$ cat config.mk
export PLATFORM = sky130hd
export DESIGN_NAME = nnrv_wb_arb
export DESIGN_NICKNAME = d
export VERILOG_FILES = /design/src/rtl/nnrv_wb_arb.sv
export SDC_FILE = /design/constraint.sdc
export NUM_CORES = 1
export LEC_CHECK = 0
export CORE_MARGIN = 2
export CORE_UTILIZATION = 43
export CTS_CLUSTER_SIZE = 12
export DETAILED_ROUTE_END_ITERATION = 8
export GPL_ROUTABILITY_DRIVEN = 0
export GPL_TIMING_DRIVEN = 0
export PLACE_DENSITY_LB_ADDON = 0.1
export SYNTH_ARGS = -nofsm -noshare
export SYNTH_HDL_FRONTEND = slang
export SYNTH_SLANG_ARGS = --single-unit
$ cat constraint.sdc
create_clock -name i_clk -period 3.35 [get_ports i_clk]
set_input_delay 0.8375 -clock i_clk [delete_from_list [all_inputs] [get_ports i_clk]]
set_output_delay 0.8375 -clock i_clk [all_outputs]
set_load 0.02 [all_outputs]
$ cat src/rtl/nnrv_wb_arb.sv
// nnrv_wb_arb: writeback arbiter and register scoreboard.
// Two producers share the register file's single write port. Requester 0 is
// the ALU and requester 1 is the LSU, arbitrated round-robin. A busy bit per
// destination register raises an issue-stage stall on RAW and WAW hazards.
// Optional macro NNRV_WB_FWD_EN forwards the write-stage data to the issue
// stage and masks the matching RAW stall terms.
module nnrv_wb_arb #(
  parameter int XLEN    = 32,
  parameter int REG_NUM = 32
) (
  input  logic            i_clk,
  input  logic            i_rst,
  input  logic            i_req0_valid,
  input  logic [4:0]      i_req0_rd,
  input  logic [XLEN-1:0] i_req0_data,
  output logic            o_req0_ready,
  input  logic            i_req1_valid,
  input  logic [4:0]      i_req1_rd,
  input  logic [XLEN-1:0] i_req1_data,
  output logic            o_req1_ready,
  input  logic            i_issue_en,
  input  logic [4:0]      i_issue_rd,
  input  logic            i_r1_en,
  input  logic [4:0]      i_r1,
  input  logic            i_r2_en,
  input  logic [4:0]      i_r2,
  output logic            o_stall,
  output logic            o_w_en,
  output logic [4:0]      o_w,
  output logic [XLEN-1:0] o_w_reg,
  output logic            o_fwd1_valid,
  output logic            o_fwd2_valid,
  output logic [XLEN-1:0] o_fwd_data,
  output logic            o_idle
);

  typedef enum logic {
    REQ0 = 1'b0,
    REQ1 = 1'b1
  } req_e;

  req_e               r_rr_last;
  logic               r_w_en;
  logic [4:0]         r_w;
  logic [XLEN-1:0]    r_w_reg;
  logic [REG_NUM-1:0] r_busy;
  logic [REG_NUM-1:0] w_busy_nxt;
  logic               w_gnt0;
  logic               w_gnt1;
  logic               w_fwd1;
  logic               w_fwd2;

  // Round-robin grant; no grant while reset is applied, so a pending valid
  // is re-arbitrated once reset releases.
  always_comb begin
    w_gnt0 = 1'b0;
    w_gnt1 = 1'b0;
    if (!i_rst) begin
      if (i_req0_valid && i_req1_valid) begin
        w_gnt0 = (r_rr_last == REQ1);
        w_gnt1 = (r_rr_last == REQ0);
      end else begin
        w_gnt0 = i_req0_valid;
        w_gnt1 = i_req1_valid;
      end
    end
  end

  assign o_req0_ready = w_gnt0;
  assign o_req1_ready = w_gnt1;

  // Last-winner register; holds when nothing is granted.
  always_ff @(posedge i_clk) begin
    if (i_rst) begin
      r_rr_last <= REQ1;
    end else if (w_gnt0) begin
      r_rr_last <= REQ0;
    end else if (w_gnt1) begin
      r_rr_last <= REQ1;
    end
  end

  // Write stage: one-cycle pipeline from grant to register file write port.
  always_ff @(posedge i_clk) begin
    if (i_rst) begin
      r_w_en  <= 1'b0;
      r_w     <= '0;
      r_w_reg <= '0;
    end else if (w_gnt0) begin
      r_w_en  <= (i_req0_rd != 5'd0);
      r_w     <= i_req0_rd;
      r_w_reg <= i_req0_data;
    end else if (w_gnt1) begin
      r_w_en  <= (i_req1_rd != 5'd0);
      r_w     <= i_req1_rd;
      r_w_reg <= i_req1_data;
    end else begin
      r_w_en  <= 1'b0;
    end
  end

  assign o_w_en  = r_w_en;
  assign o_w     = r_w;
  assign o_w_reg = r_w_reg;

  // Scoreboard update: clear the written register, then apply the issue set
  // so a same-edge set of the same register wins.
  always_comb begin
    w_busy_nxt = r_busy;
    if (r_w_en) begin
      w_busy_nxt[r_w] = 1'b0;
    end
    if (i_issue_en && (i_issue_rd != 5'd0)) begin
      w_busy_nxt[i_issue_rd] = 1'b1;
    end
    w_busy_nxt[0] = 1'b0;
  end

  // Scoreboard register.
  always_ff @(posedge i_clk) begin
    if (i_rst) begin
      r_busy <= '0;
    end else begin
      r_busy <= w_busy_nxt;
    end
  end

`ifdef NNRV_WB_FWD_EN
  assign w_fwd1     = r_w_en && i_r1_en && (i_r1 == r_w) && (r_w != 5'd0);
  assign w_fwd2     = r_w_en && i_r2_en && (i_r2 == r_w) && (r_w != 5'd0);
  assign o_fwd_data = r_w_reg;
`else
  assign w_fwd1     = 1'b0;
  assign w_fwd2     = 1'b0;
  assign o_fwd_data = '0;
`endif

  assign o_fwd1_valid = w_fwd1;
  assign o_fwd2_valid = w_fwd2;

  // Hazard stall: RAW terms are masked by a forward hit, WAW never is.
  always_comb begin
    o_stall = (i_r1_en && r_busy[i_r1] && !w_fwd1)
           || (i_r2_en && r_busy[i_r2] && !w_fwd2)
           || (i_issue_en && r_busy[i_issue_rd]);
  end

  assign o_idle = (r_busy == '0) && !r_w_en;

endmodule

Word level (Yosys, flattened, before mapping)
Cells that the tools add are included.

Order comparisons: 6. Muxes and demuxes: 24. Bitwise gates (word level): 4. Reductions and logical operators: 16.

Operator list (number): 32-bit 2-to-1 mux (4); 32-bit AND (1); 32-bit zero test (1); 32-bit inverter (1); 32-bit bitwise OR (1); 5-bit by 6-bit less-than comparator with 1-bit output (second input constant) (4); 1-bit binary-select mux with 5-bit select (3); 5-bit nonzero test (3); 1-bit 2-to-1 mux (13); 1-bit demux with 5-bit select (2); 5-bit by 1-bit greater-or-equal comparator with 1-bit output (second input constant) (2); 5-bit 2-to-1 mux (2); 1-bit logical AND (8); 1-bit logical OR (2); 2-bit nonzero test (1); 1-bit zero test (1); 1-bit inverter (1).

Bits in registers: 71. Input bits: 96. Output and inout bits: 76. Word-level logic and storage cells: 56.

Logic depth before layout (Yosys ltp)
Depth after elaboration: 9. Gate-level depth with buffers: 7. Depth with buffers taken out: 5.

Worst setup path before layout
OpenSTA, ideal clock, no wires.

Path type: input-to-output. Start: input i_r1[1]. End: output o_stall. Arrival: 2.366 ns. Required time: 2.513 ns. Path slack: 0.147 ns. Stages: 6. Path buffers: 1. Cells stage by stage: buf_6 -> mux4_1 -> mux4_2 -> and2_0 -> o21ai_1 -> nand3_1.

Cells in the longest elaborated chain, start to end: 5.

Ends and longest elaborated chain: start, declared (RTL line 24) `input logic [4:0] i_r1,`; 1-bit binary-select mux with 5-bit select (RTL line 143) `o_stall = (i_r1_en && r_busy[i_r1] && !w_fwd1)`; 1-bit 2-to-1 mux (implied by the code) (RTL line 143); 1-bit logical AND (RTL line 143); 1-bit logical OR (RTL line 144) `|| (i_r2_en && r_busy[i_r2] && !w_fwd2)`; 1-bit logical OR (RTL line 145) `|| (i_issue_en && r_busy[i_issue_rd]);`; end, declared (RTL line 27) `output logic o_stall,`.

Every way passes these cells. The select of a mux whose other input is x is not followed.

Worst setup path after layout
Start: input i_r1[2]. End: output o_stall.

The elaborated chain is that of the path after synthesis.

==> results.md <==
- Outcome: finished clean
- Fin nets: 739
- RSZ-0062 raised after global routing: true
- Area growth syn-to-layout: 48.7%
- Startpoint types: input port
- Post-synthesis cell type count: 44
- Vias in the first global route: 4185
- Number of max-cap violations: 0
- Ant diodes: 0
- CTS tree: built
- Max reg flops: 37
- CTS Hold Bufs: 0
- Hold path endpoint: o_w_reg[23]$_SDFFE_PP0P_
- Slew @ Worst Pin: 1.18 ns
- Final Skew: 0.00959 ns
- Post-route core utilization: 0.656
- Slew Viols, Final: 0
- Fin worst setup slack: 0.0451 ns
- GRT Total Usage: 0.261
- Most frequent cells in the layout: clkdlybuf4s50_1 (123), dfxtp_1 (70), nand2_1 (53), buf_4 (39), a21oi_1 (39)
- Worst r2r src: r_rr_last$_SDFFE_PP1P_
- DR vias: 4266
- EDFF count, synth: 0
- Hold Crit Start: o_w_reg[23]$_SDFFE_PP0P_
- Top_reg_cell synth: dfxtp_1
- Antenna violations before repair: 0
- Syn Area/Cell: 8.77 sq um
- CP Data Required Time: 2.51 ns
- Cells after Synth: 462
- Layout cells sized above 1: 0.159
- P_leak: 2.31 nW
- Top post-synthesis cells by area: dfxtp_1 (35%), mux2i_1 (8.4%), mux4_2 (6.7%)
- Largest net degree at the start of global routing: 19
- Residual DRC: 0
- WS Path Type: in -> out
- Mapped Area: 4050 sq um
- Clock tree sinks: 70
- Ports: 172
- H-Tree Level Count: 3
- Fmax: 0.303 GHz
- Post-synthesis sequential area ratio: 0.346
- Relative slew slack: 0.214
- Routed Wire Length: 13.5 mm
- Finished Layout Cells: 759
- Maximum vdd drop: 0.000221 V
- Power density cells: 389 nW/um^2
- Setup crit end kind: primary output
- First-pass GRT wire length: 20.9 mm
- Crit share post-route: 0.987
- Crit path time final: 3.30 ns
- Worst-Skew Late Latency: 0.36 ns
- DIE AREA: 10200 sq um
- R2R depth: 7
- Core Rows: 35
- Metal3 WL: 1.55 mm
- Initial Util: 0.441
- DR top layer: met4
- Share of the synthesized area in the top cell type: 0.346
- Clk slew on worst S/H paths: 0.08 ns
- Routed Antenna Nets: 0
- Die width: 101 um
- Initial DRC count: 245
- Global route total overflow: 0
- Dominant cell type by area after synthesis: dfxtp_1
- Synth async-reset ratio: 0
- Reg2reg end: o_w[3]$_SDFFE_PP0P_
- Die height: 101 um
- Root buf cell: clkbuf_8
- PortBufs: 134
- Number of synthesized register bits: 70
- Fin. Hold Viols: 0
- Met1 wire length: 5.35 mm
- Setup violations, final: 0
- # placed instances: 740
- Wire per inst: 17.7 um
- Crit Path Max Fanout: 7
- Commonest non-fill, non-tap cell in the layout: clkdlybuf4s50_1
- 1st-pass router iterations: 5
- Num CTS Buffers: 9
- Worst EP arrival: 2.47 ns
- Met2 WL post-DR: 6.19 mm
- Ys Warns: 0
- Core Box Area: 9200 sq um
- Min Hold Slack: 0.464 ns
- Register-to-register setup slack: 1.34 ns
- Setup WS pre-CTS: -1.09 ns
- Hold Crit Class: reg -> reg
- CTS Buffer Depth: 2
- DP HPWL: 10.0 mm
- Hold path depth: 2
- Drt via density: 5.62
power by group:
group	internal, W	leakage, nW	switching, W	total [W]
Clock	0.000514	0.126	0.000340	0.000854
Sequential	0.000877	0.574	0.0000356	0.000913
Combinational	0.000293	1.61	0.000284	0.000577
critical path, cell delays in order:
cell     delay, ns
buf_6         0.11
mux4_1        0.54
mux4_2        0.45
and2_4        0.17
o21ai_2       0.10
nand3_1       0.10
buf_6         0.15
per-layer routing:
metal / global-route usage / up-vias
met2: 0.423 / 257
met5: 0 / -
li1: - / 2000
met1: 0.308 / 1975
met3: 0.0964 / 34
met4: 0.119 / 0
final cells by class:
| type | count | area (sq um) |
|---|---|---|
| buffer | 63 | 424 |
| clock buffer | 10 | 138 |
| clock inverter | 6 | 109 |
| fill | 820 | 3170 |
| inverter | 2 | 7.51 |
| multi-input combinational | 358 | 2440 |
| sequential | 70 | 1400 |
| tap | 111 | 139 |
| timing repair buffer | 139 | 1370 |
through the flow:
step                setup TNS, ns  total power (W)  area, sq um
floorplan                       0          0.00122         4180
global placement            -2.29          0.00148         5660
detailed placement          -2.34          0.00148         5660
CTS                       -0.0178          0.00234         5980
global route              -0.0265          0.00242         6030
finish                          0          0.00234         6030
worst max-delay path by stage:
stage,start,end,slack [ns],cells after the start
final,i_r1[2],o_stall,0.05,7
after detailed placement,i_issue_rd[0],o_stall,-1.09,7
after global routing,i_issue_rd[0],o_stall,-0.03,7
after global placement,i_issue_rd[0],o_stall,-1.06,7
after CTS,i_r1[2],o_stall,-0.02,7
after floorplan,i_r1[1],o_stall,0.15,6
Yosys cell counts (all sizes together) (3+ instances only):
library cell / count
nor2: 29
mux2i: 34
a211oi: 28
nor4: 10
nor3: 3
a21oi: 39
a22oi: 15
and3b: 4
mux4: 16
nand2b: 4
nand2: 54
nor2b: 6
nand3: 3
buf: 44
o21ai: 42
nor3b: 5
nand3b: 5
a22o: 6
or3b: 3
dfxtp: 70
clkbuf: 21
what timing repair did:
action,CTS,global route
pin swaps,1,6
endpoints found under the setup margin,3,2
endpoints found under the hold margin,0,0
resized for setup,39,25
gates cloned,1,0
setup buffers,4,0
kinds of logic (layout without fill, tap and decap cells):
logic type | count (synthesis) | in the layout | synth area share
other | 1 | 34 | 0.000925
buffers and inverters | 67 | 220 | 0.0988
AO/OA/AOI/OAI | 137 | 137 | 0.207
flip-flops | 70 | 70 | 0.346
multiplexers | 52 | 52 | 0.182
AND/OR/NAND/NOR | 135 | 135 | 0.165
Power figures use the tool's default switching activity.
